[config.mk]
export PLATFORM = sky130hd
export DESIGN_NAME = ext_gpio_bridge
export DESIGN_NICKNAME = d
export VERILOG_FILES = /design/src/rtl/ext_gpio_bridge.sv
export SDC_FILE = /design/constraint.sdc
export NUM_CORES = 1
export LEC_CHECK = 0
export CAP_MARGIN = 40
export CORE_ASPECT_RATIO = 1.4
export CORE_MARGIN = 4
export CORE_UTILIZATION = 42
export CTS_BUF_LIST = sky130_fd_sc_hd__clkbuf_8 sky130_fd_sc_hd__clkbuf_16
export CTS_CLUSTER_DIAMETER = 40
export DETAILED_ROUTE_END_ITERATION = 12
export PLACE_DENSITY = 0.77
export SLEW_MARGIN = 10
export SYNTH_ARGS = -nofsm -noshare
export SYNTH_HDL_FRONTEND = slang
export SYNTH_SLANG_ARGS = --single-unit
[constraint.sdc]
create_clock -name clk -period 2.55 [get_ports clk]
set_clock_uncertainty 0.05 [all_clocks]
set_input_delay 0.51 -clock clk [delete_from_list [all_inputs] [get_ports clk]]
set_output_delay 0.51 -clock clk [all_outputs]
set_load 0.05 [all_outputs]
[src/rtl/ext_gpio_bridge.sv]
// EXT-bus GPIO slave: synchronised and debounced inputs, sticky rising-edge
// capture (W1C), level interrupt and a byte-writable output register.
// Pipelined address/data timing: read data is registered at the address phase.
module ext_gpio_bridge #(
    parameter int unsigned IN_WIDTH         = 4,
    parameter int unsigned OUT_WIDTH        = 4,
    parameter int unsigned AWIDTH           = 16,
    parameter int unsigned SAMPLE_COUNT_MAX = 25000,
    parameter int unsigned PULSE_COUNT_MAX  = 200,
    parameter logic [31:0] ID_VALUE         = 32'h6770_0001
) (
    input  logic                 clk,
    input  logic                 rst,
    input  logic                 EXT_HSEL,
    input  logic                 EXT_HWRITE,
    input  logic [AWIDTH-1:0]    EXT_HADDR,
    input  logic [2:0]           EXT_HSIZE,
    input  logic [31:0]          EXT_HWDATA,
    output logic [31:0]          EXT_HRDATA,
    output logic                 EXT_HREADYOUT,
    input  logic [IN_WIDTH-1:0]  gpio_in,
    output logic [OUT_WIDTH-1:0] gpio_out,
    output logic                 irq
);

    localparam int unsigned SW = (SAMPLE_COUNT_MAX > 1) ? $clog2(SAMPLE_COUNT_MAX) : 1;
    localparam int unsigned PW = $clog2(PULSE_COUNT_MAX + 1);

    localparam logic [3:0] IdxRaw  = 4'd0;
    localparam logic [3:0] IdxDeb  = 4'd1;
    localparam logic [3:0] IdxEdge = 4'd2;
    localparam logic [3:0] IdxOut  = 4'd3;
    localparam logic [3:0] IdxIrqEn = 4'd4;
    localparam logic [3:0] IdxId   = 4'd5;

    // Bus pipeline state
    logic                 sel_q, wr_q;
    logic [3:0]           idx_q, be_q;
    logic [31:0]          rdata_q;
    // GPIO state
    logic [IN_WIDTH-1:0]  sync1_q, raw_q, deb_q, deb_d, deb_prev_q;
    logic [IN_WIDTH-1:0]  edge_q, edge_d, irq_en_q, irq_en_d;
    logic [OUT_WIDTH-1:0] out_q, out_d;
    logic [SW-1:0]        scnt_q, scnt_d;
    logic [IN_WIDTH-1:0][PW-1:0] pcnt_q, pcnt_d;

    logic        tick, wr_en;
    logic [3:0]  be_a;
    logic [31:0] bmask, rd_mux;

    // Only HADDR[5:0] is decoded; the rest is deliberately ignored
    logic unused_haddr;
    assign unused_haddr = ^EXT_HADDR[AWIDTH-1:6];

    assign EXT_HREADYOUT = sel_q;
    assign EXT_HRDATA    = rdata_q;
    assign gpio_out      = out_q;
    assign irq           = |(edge_q & irq_en_q);

    assign tick  = (scnt_q == SW'(SAMPLE_COUNT_MAX - 1));
    assign wr_en = sel_q & wr_q;
    assign bmask = {{8{be_q[3]}}, {8{be_q[2]}}, {8{be_q[1]}}, {8{be_q[0]}}};

    // Byte enables for the address phase; misaligned or unknown sizes write nothing
    always_comb begin
        be_a = 4'b0000;
        case (EXT_HSIZE)
            3'd0: be_a = 4'b0001 << EXT_HADDR[1:0];
            3'd1: begin
                if (EXT_HADDR[1:0] == 2'd0)      be_a = 4'b0011;
                else if (EXT_HADDR[1:0] == 2'd2) be_a = 4'b1100;
            end
            3'd2: if (EXT_HADDR[1:0] == 2'd0) be_a = 4'b1111;
            default: be_a = 4'b0000;
        endcase
    end

    // Data-phase writes, W1C edge clear (set wins) and debounce next state
    always_comb begin
        logic [31:0] out_ext, en_ext, edge_clr32;
        out_ext = '0;
        en_ext  = '0;
        out_ext[OUT_WIDTH-1:0] = out_q;
        en_ext[IN_WIDTH-1:0]   = irq_en_q;
        out_ext    = (out_ext & ~bmask) | (EXT_HWDATA & bmask);
        en_ext     = (en_ext & ~bmask) | (EXT_HWDATA & bmask);
        edge_clr32 = (wr_en && idx_q == IdxEdge) ? (EXT_HWDATA & bmask) : 32'd0;

        out_d    = (wr_en && idx_q == IdxOut) ? out_ext[OUT_WIDTH-1:0] : out_q;
        irq_en_d = (wr_en && idx_q == IdxIrqEn) ? en_ext[IN_WIDTH-1:0] : irq_en_q;
        edge_d   = (edge_q & ~edge_clr32[IN_WIDTH-1:0]) | (deb_q & ~deb_prev_q);

        scnt_d = tick ? '0 : scnt_q + SW'(1);
        deb_d  = deb_q;
        pcnt_d = pcnt_q;
        for (int i = 0; i < int'(IN_WIDTH); i++) begin
            if (tick) begin
                if (raw_q[i] != deb_q[i]) begin
                    if (pcnt_q[i] == PW'(PULSE_COUNT_MAX - 1)) begin
                        deb_d[i]  = raw_q[i];
                        pcnt_d[i] = '0;
                    end else begin
                        pcnt_d[i] = pcnt_q[i] + PW'(1);
                    end
                end else begin
                    pcnt_d[i] = '0;
                end
            end
        end
    end

    // Read mux; RW registers forward the concurrent data-phase write so a
    // back-to-back write/read returns the new value. EDGE reads pre-clear.
    always_comb begin
        rd_mux = '0;
        case (EXT_HADDR[5:2])
            IdxRaw:   rd_mux[IN_WIDTH-1:0]  = raw_q;
            IdxDeb:   rd_mux[IN_WIDTH-1:0]  = deb_q;
            IdxEdge:  rd_mux[IN_WIDTH-1:0]  = edge_q;
            IdxOut:   rd_mux[OUT_WIDTH-1:0] = out_d;
            IdxIrqEn: rd_mux[IN_WIDTH-1:0]  = irq_en_d;
            IdxId:    rd_mux                = ID_VALUE;
            default:  rd_mux                = '0;
        endcase
    end

    // All state, synchronous active-high reset
    always_ff @(posedge clk) begin
        if (rst) begin
            sel_q      <= 1'b0;
            wr_q       <= 1'b0;
            idx_q      <= '0;
            be_q       <= '0;
            rdata_q    <= '0;
            sync1_q    <= '0;
            raw_q      <= '0;
            deb_q      <= '0;
            deb_prev_q <= '0;
            edge_q     <= '0;
            irq_en_q   <= '0;
            out_q      <= '0;
            scnt_q     <= '0;
            pcnt_q     <= '0;
        end else begin
            sel_q <= EXT_HSEL;
            if (EXT_HSEL) begin
                wr_q  <= EXT_HWRITE;
                idx_q <= EXT_HADDR[5:2];
                be_q  <= be_a;
            end
            rdata_q    <= (EXT_HSEL && !EXT_HWRITE) ? rd_mux : 32'd0;
            sync1_q    <= gpio_in;
            raw_q      <= sync1_q;
            deb_q      <= deb_d;
            deb_prev_q <= deb_q;
            edge_q     <= edge_d;
            irq_en_q   <= irq_en_d;
            out_q      <= out_d;
            scnt_q     <= scnt_d;
            pcnt_q     <= pcnt_d;
        end
    end

endmodule

# --- After elaboration in Yosys (flattened, before gate mapping) ---
# Index checks and enable logic that the tools add are counted.
word_totals:
  inputBits: 59
  out_inout_bits: 38
  word_cells: 90
  reg_bits: 114
op_classes:
  reduce_logical: 15
  bitwise: 14
  n_eq_ne: 19
  n_mux: 16
  n_shift: 1
  n_addsub: 5
ops:
  columns: ["op", "n"]
  rows:
  - ["2-to-1 mux 8 bit", 8]
  - ["adder 8 x 1 -> 8 bit (second input constant)", 4]
  - ["== test 8 bit (second input constant)", 4]
  - ["2-to-1 mux 27 bit", 1]
  - ["bitwise AND 4 bit", 6]
  - ["one-hot mux 4 bit (6 select lines)", 1]
  - ["== test 4 x 2 -> 1 bit (second input constant)", 4]
  - ["adder 15 x 1 -> 15 bit (second input constant)", 1]
  - ["== test 15 bit (second input constant)", 1]
  - ["== test 4 x 3 -> 1 bit (second input constant)", 3]
  - ["2-to-1 mux 4 bit", 3]
  - ["inverter 4 bit", 3]
  - ["bitwise OR 4 bit", 3]
  - ["AND reduction 3 bit", 4]
  - ["== test 4 x 1 -> 1 bit (second input constant)", 1]
  - ["logical AND 1 bit", 4]
  - ["logical NOT 4 bit", 1]
  - ["!= test 1 bit", 4]
  - ["OR reduction 2 bit", 2]
  - ["OR reduction 4 bit", 1]
  - ["== test 3 x 1 -> 1 bit (second input constant)", 1]
  - ["== test 3 x 2 -> 1 bit (second input constant)", 1]
  - ["logical NOT 3 bit", 1]
  - ["one-hot mux 1 bit (3 select lines)", 1]
  - ["6 further kinds", 7]

# --- Longest topological paths before layout ---
# Gate-level depths: netlist of run 1.
depth:
  word_depth: 6
  mapped_depth: 8
  mapped_depth_nobuf: 5

# --- Worst setup path before layout of run 1 ---
# No wires, ideal clock.
synth_timing:
  kind: "reg2reg"
  start: "register sel_q, in the netlist EXT_HREADYOUT"
  end: "register rdata_q[1], in the netlist EXT_HRDATA[1]"
  required_time_ps: 2426
  path_stages_with_launch: 6
  slack_ps: 613
  period_less_slack_ps: 1937
  arrival_ps: 1813
  path_cell_list: "dfxtp_1 -> and4b_1 -> and4b_1 -> buf_2 -> mux2_2 -> a31oi_1"
synth_between:
  elab_chain_len: 4
synth_rtl:
  columns: ["element", "line", "rtl"]
  rows:
  - ["from (decl)", "37", "logic sel_q, wr_q;"]
  - ["from (signal assigned)", "130", "sel_q <= 1'b0;"]
  - ["from (signal assigned)", "145", "sel_q <= EXT_HSEL;"]
  - ["bitwise AND 1 bit (*)", "61", "assign wr_en = sel_q & wr_q;"]
  - ["logical AND 1 bit, on equally long branches", "90, 89", null]
  - ["2-to-1 mux 4 bit, on equally long branches", "90, 89", null]
  - ["one-hot mux 4 bit (6 select lines) (*)", "116", "case (EXT_HADDR[5:2])"]
  - ["to (signal assigned)", "151", "rdata_q <= (EXT_HSEL && !EXT_HWRITE) ? rd_mux : 32'd0;"]
  - ["to (decl)", "39", "logic [31:0] rdata_q;"]
# Every way passes the cells marked *; elsewhere a longest branch is shown, timed or not.
# A chain may end at the register's enable or synchronous reset.

# --- Worst setup path in the final report of run 1 ---
layout_timing:
  start: "register edge_q[3]"
  end: "output port irq"
layout_between:
  elab_chain_len: 2
layout_rtl:
  columns: ["element", "line", "rtl"]
  rows:
  - ["from (decl)", "42", "logic [IN_WIDTH-1:0] edge_q, edge_d, irq_en_q, irq_en_d;"]
  - ["from (signal assigned)", "156", "edge_q <= edge_d;"]
  - ["bitwise AND 4 bit", "58", "assign irq = |(edge_q & irq_en_q);"]
  - ["OR reduction 4 bit", "58", null]
  - ["to (decl)", "23", "output logic irq"]
# No other way between the ends.

==> impl_metrics.py, run 1 <==
metrics = {
    "cts": {
        "cts_setup_buffers": 0,
        "root_buffer": "clkbuf_16",
        "cts_max_level": 3,
        "cts_buffer_depth": 2,
        "cts_tree": "yes",
        "cts.sinks": 87,
        "holdBufCountCts": 0,
        "clock_latency_ns": 0.34,
        "numCtsBuffers": 9,
        "clk_pin_slew_ns": 0.06,
        "cts_resized": 0,
    },
    "layout": {
        "nNetsFinal": 594,
        "layout_commonest_cell": "dfxtp_1",
        "fin_cells": 672,
        "drive_gt1_frac": 0.110,
        "area_growth_pct": 15.2,
        "most-common-layout-cells": "dfxtp_1 (87), clkdlybuf4s50_1 (37), a21oi_1 (33), nand2_1 (30), nor2_1 (30)",
        "antenna_cells": 0,
        "final_core_util": 0.497,
    },
    "pwr": {
        "finalPower_mw": 2.99,
        "p_per_area_mw_per_mm2": 576,
        "cellLeakagePower_nw": 1.73,
        "ir_drop_uv": 288,
    },
    "placed_design": {
        "post-dp-hpwl_um": 6840,
        "dp.cells": 657,
        "dp_slack_ns": 0.385,
        "portBuffers": 38,
        "finalWeightedCongestion": 0.910,
    },
    "timing": {
        "setup_viol": 0,
        "fmax_ghz": 0.445,
        "fin_setup_tns_ns": 0,
        "layout_setup_ws_ns": 0.304,
        "timing.final.crit_share": 0.881,
        "rsz0062_at_grt": "no",
        "period_needed_ns": 2.25,
        "slew_headroom": 0.587,
        "worstMarginPinSlew_ns": 0.618,
        "maxSlewViolCount": 0,
        "hold_viol": 0,
    },
    "synth": {
        "async_flop_share": 0,
        "synth_edf_count": 0,
        "synth_area_mm2": 0.00451,
        "yosys_warnings": 0,
        "ys_ff_latch": 87,
        "seq_area_frac_synth": 0.386,
        "synth_cells": 505,
        "syn_avg_cell_area_um2": 8.93,
        "synth_cell_types": 60,
        "synth_top_flop_cell": "dfxtp_1",
    },
    "critical_path": {
        "cp_max_fo": 3,
        "endpoint_kind": "primary output",
        "worstSetupStartpointType": "register",
        "required_ns": 1.99,
        "crit_type": "reg -> out",
        "r2r_slack_ns": 0.50,
        "cp.arrival_ns": 1.69,
    },
    "drt": {
        "first_pass_iters": 4,
        "postRouteWirelength_um": 9450,
        "drt_iter0_drc": 165,
        "ant_nets": 0,
        "vias": 3680,
        "vias_per_cell": 5.48,
        "drc": 0,
        "wl_per_cell_um": 14.1,
    },
    "floorplanning": {
        "die-area_mm2": 0.0125,
        "rows": 44,
        "io_pins": 97,
        "die_h_um": 131,
        "start_util": 0.431,
        "core_mm2": 0.0105,
        "die_x_um": 95.6,
    },
    "global_routing": {
        "grt_pass1_wl_um": 16200,
        "antenna_found_initial": 0,
        "gr-total-overflow": 0,
        "grt_max_degree": 38,
        "gr-usage-all-layers": 0.163,
        "grt_pass1_vias": 3618,
    },
    "hold_path": {
        "hp-class": "reg -> reg",
    },
    "job": {
        "drv_cap": 0,
    },
    "outcome": {
        "status": "completed",
    },
}
==> cell usage after synthesis (15+ instances only) <==
| cell type | instances | area share |
|---|---|---|
| a211oi_1 | 20 | 0.033 |
| a21oi_1 | 33 | 0.037 |
| buf_4 | 28 | 0.047 |
| dfxtp_1 | 87 | 0.39 |
| inv_1 | 16 | 0.013 |
| nand2_1 | 30 | 0.025 |
| nand3_1 | 22 | 0.024 |
| nor2_1 | 30 | 0.025 |
| nor2b_1 | 16 | 0.022 |
| o21ai_0 | 17 | 0.019 |
| o32ai_1 | 16 | 0.031 |
| or3_1 | 15 | 0.021 |
==> sequential cells by signal (all words and copies together) (netlist names) <==
signal         count
wr_q               1
deb_q              4
be_q               1
gpio_out           4
irq_en_q           4
scnt_q            15
sync1_q            4
raw_q              4
edge_q             4
idx_q              4
pcnt_q            32
deb_prev_q         4
EXT_HRDATA         5
EXT_HREADYOUT      1
==> cell type report <==
type                    instances  area (um2)
clock inverters                 6        93.8
clock buffers                   9         225
inverters                      16        60.1
fillers                       970        5270
repair buffers                 48         463
flip-flops and latches         87        1740
well taps                     138         173
multi-input cells             368        2440
==> logic make-up (layout without fill, tap and decap cells) <==
group                    Yosys count  count (layout)  synth area share
AND/OR/NAND/NOR                  197             197             0.263
other                              1              20          0.000832
adder cells (fa/ha/maj)            5               5            0.0139
multiplexers                      18              18            0.0414
AO/OA/AOI/OAI                    112             112             0.175
buffers and inverters             69              79            0.0885
flip-flops                        87              87             0.386
XOR/XNOR                          16              16            0.0311
==> metrics by stage <==
| stage | hold slack [ns] | area (um2) |
|---|---|---|
| 2_1_floorplan | 0.364 | 4580 |
| 3_5_place_dp | 0.377 | 4880 |
| 5_1_grt | 0.410 | 5190 |
| 3_3_place_gp | 0.373 | 4880 |
| 4_1_cts | 0.391 | 5190 |
| 6_report | 0.387 | 5190 |
==> where the power goes <==
group	leakage [nW]	switching, mW	internal, mW
Sequential	0.704	0.0121	1.37
Clock	0.153	0.541	0.860
Combinational	0.877	0.139	0.0672
Total	1.73	0.693	2.30
==> path summary, 6_finish.rpt <==
path	endpoint	cells after the start	from
setup / recovery	irq	3	edge_q[3]
hold / removal	raw_q[3]	1	sync1_q[3]
setup reg to reg	deb_q[0]	5	scnt_q[0]
hold reg to reg	raw_q[3]	1	sync1_q[3]
==> critical path, stage by stage (launching register included) <==
cell and delay (ns):
dfxtp_1 0.39, a22oi_1 0.09, nand2_1 0.07, clkdlybuf4s50_1 0.80
==> per-layer routing <==
layer | GRT usage | up-vias | wire length [um]
met5 | 0 | - | 0
met4 | 0.0745 | 0 | 170
met3 | 0.0378 | 13 | 431
met2 | 0.294 | 76 | 5080
met1 | 0.177 | 1747 | 3760
li1 | - | 1844 | -
(Power assumes the default switching activity.)
==> run 2: changes to the inputs <==
--- a/config.mk
+++ b/config.mk
@@ -13,7 +13,7 @@
 export CTS_CLUSTER_DIAMETER = 40
 export DETAILED_ROUTE_END_ITERATION = 12
 export PLACE_DENSITY = 0.77
-export SLEW_MARGIN = 10
+export SLEW_MARGIN = 15
 export SYNTH_ARGS = -nofsm -noshare
 export SYNTH_HDL_FRONTEND = slang
 export SYNTH_SLANG_ARGS = --single-unit
==> results of run 2 <==
Final layout, timing and power as in run 1 (identical DEF).
==> run 3: changes to the inputs <==
--- a/config.mk
+++ b/config.mk
@@ -12,7 +12,8 @@
 export CTS_BUF_LIST = sky130_fd_sc_hd__clkbuf_8 sky130_fd_sc_hd__clkbuf_16
 export CTS_CLUSTER_DIAMETER = 40
 export DETAILED_ROUTE_END_ITERATION = 12
-export PLACE_DENSITY = 0.77
+export DONT_BUFFER_PORTS = 1
+export PLACE_DENSITY = 0.65
 export SLEW_MARGIN = 15
 export SYNTH_ARGS = -nofsm -noshare
 export SYNTH_HDL_FRONTEND = slang
==> run 3 against run 2 <==
Compared with the run above:
- sequential share of layout area rose by 2.3 points
- count of clock-buffer cells in the layout increased by 2
- die area did not move
- utilization decreased by 3.1 points
- non-clock buffer count is 40 lower
- clock power up 16%
- first-iteration DRC count rose by 32%
- register-to-register slack improved by 0.12 ns
- cell count decreased by 5.8%
- sequential power about the same
- worst hold slack worse by 0.20 ns
- largest cell class unchanged
==> impl_metrics.py, run 3 (synthesis results as in run 1) <==
metrics = {
    "layout": {
        "antenna_cells": 0,
        "most-common-layout-cells": "dfxtp_1 (86), a21oi_1 (33), nand2_1 (30), nor2_1 (30), nand3_1 (22)",
        "largest_reg_flops": 32,
        "fin_cells": 633,
        "nNetsFinal": 554,
        "layout_commonest_cell": "dfxtp_1",
        "largest_register": "pcnt_q",
        "drive_gt1_frac": 0.117,
        "area_growth_pct": 8.02,
    },
    "drt": {
        "first_pass_iters": 4,
        "drt_iter0_drc": 217,
        "vias": 3540,
        "postRouteWirelength_um": 9120,
        "drc": 0,
        "ant_nets": 0,
        "vias_per_cell": 5.59,
        "wl_per_cell_um": 14.4,
    },
    "timing": {
        "fin_setup_tns_ns": 0,
        "slew_headroom": 0.600,
        "holdWs_ns": 0.190,
        "timing.final.crit_share": 0.756,
        "period_needed_ns": 1.93,
        "maxSlewViolCount": 0,
        "worstMarginPinSlew_ns": 0.598,
        "rsz0062_at_grt": "no",
        "setup_viol": 0,
        "hold_viol": 0,
        "fmax_ghz": 0.519,
        "layout_setup_ws_ns": 0.623,
    },
    "placed_design": {
        "dp_slack_ns": 0.584,
        "dp.cells": 617,
        "portBuffers": 0,
        "post-dp-hpwl_um": 6410,
        "finalWeightedCongestion": 0.833,
    },
    "floorplanning": {
        "die-area_mm2": 0.0125,
        "rows": 44,
        "die_h_um": 131,
        "io_pins": 97,
        "die_x_um": 95.6,
        "core_mm2": 0.0105,
        "start_util": 0.431,
    },
    "cts": {
        "clock_latency_ns": 0.34,
        "cts_setup_buffers": 0,
        "holdBufCountCts": 0,
        "numCtsBuffers": 9,
        "cts_tree": "yes",
        "cts_resized": 0,
        "cts.sinks": 87,
        "root_buffer": "clkbuf_16",
        "clk_pin_slew_ns": 0.06,
        "cts_max_level": 3,
        "cts_buffer_depth": 2,
    },
    "critical_path": {
        "cp.arrival_ns": 2.08,
        "worstSetupStartpointType": "register",
        "cp_top_family": "simple AND/OR/NAND/NOR gates",
        "critPathBufInv": 2,
        "required_ns": 2.71,
        "endpoint_kind": "register",
        "crit_top_cell": "buf_4",
        "crit_type": "reg -> reg",
        "max_stage_delay_ns": 0.38,
        "slowest_stage": "nand2b_1",
        "cp_max_fo": 14,
        "cp_cell_sequence": "ha_1 -> and3_1 -> buf_4 -> nand4_1 -> buf_4 -> nand2b_1 -> nor2_1",
    },
    "pwr": {
        "ir_drop_uv": 287,
        "finalPower_mw": 3.15,
        "cellLeakagePower_nw": 1.61,
        "p_per_area_mw_per_mm2": 646,
    },
    "hold_path": {
        "hp-class": "in -> reg",
    },
    "global_routing": {
        "gr-usage-all-layers": 0.153,
        "grt_pass1_wl_um": 15200,
        "antenna_found_initial": 0,
        "gr-total-overflow": 0,
        "grt_pass1_vias": 3387,
        "grt_max_degree": 86,
    },
    "job": {
        "drv_cap": 0,
    },
    "outcome": {
        "status": "completed",
    },
}
## run 3: changes by cell type in the layout (fill, tap and decap cells not counted), moves of 2 or more
cell,change
buf_4,-2
clkdlybuf4s50_1,-37
clkbuf_8,+2
inv_6,-2
bufinv_16,+2
## run 3: path summary, 6_finish.rpt
kind | from | to | slack [ns] | cells after the start
worst max-delay path | scnt_q[0] | scnt_q[8] | 0.62 | 7
worst min-delay path | rst | sync1_q[0] | 0.19 | 1
worst max register to register | scnt_q[0] | scnt_q[8] | 0.62 | 7
worst min register to register | sync1_q[2] | raw_q[2] | 0.39 | 1
## run 3: area by class of cell
type	count	area [um2]
clock buffers	11	253
clock inverters	5	128
fillers	956	5590
inverters	16	60.1
multi-input cells	368	2440
flip-flops and latches	87	1750
well taps	138	173
repair buffers	8	72.6
## run 3: metal layers
layer / GRT usage / share of wire / vias up / routed length, um
li1: - / - / 1761 / -
met1: 0.172 / 0.42 / 1670 / 3830
met2: 0.271 / 0.51 / 89 / 4650
met3: 0.0309 / 0.046 / 20 / 417
met4: 0.0762 / 0.024 / 0 / 223
met5: 0 / 0 / - / 0
## run 3: through the flow
| stage | utilization | cell area, um2 |
|---|---|---|
| 2_1_floorplan | - | 4580 |
| 5_1_grt | 0.466 | 4870 |
| 3_5_place_dp | 0.429 | 4490 |
| 3_3_place_gp | 0.429 | 4490 |
| 4_1_cts | 0.466 | 4870 |
| 6_report | 0.466 | 4870 |
## run 3: worst reg2reg max path, cell delays in order (launching register included)
cell	delay [ns]
dfxtp_1	0.35
ha_1	0.21
and3_1	0.22
buf_4	0.16
nand4_1	0.12
buf_4	0.21
nand2b_1	0.38
nor2_1	0.11
## run 3: power breakdown
part,switching (mW),internal [mW],total [mW]
logic,0.101,0.0336,0.135
clock network,0.518,1.11,1.63
registers,0.0116,1.37,1.39
total,0.631,2.52,3.15
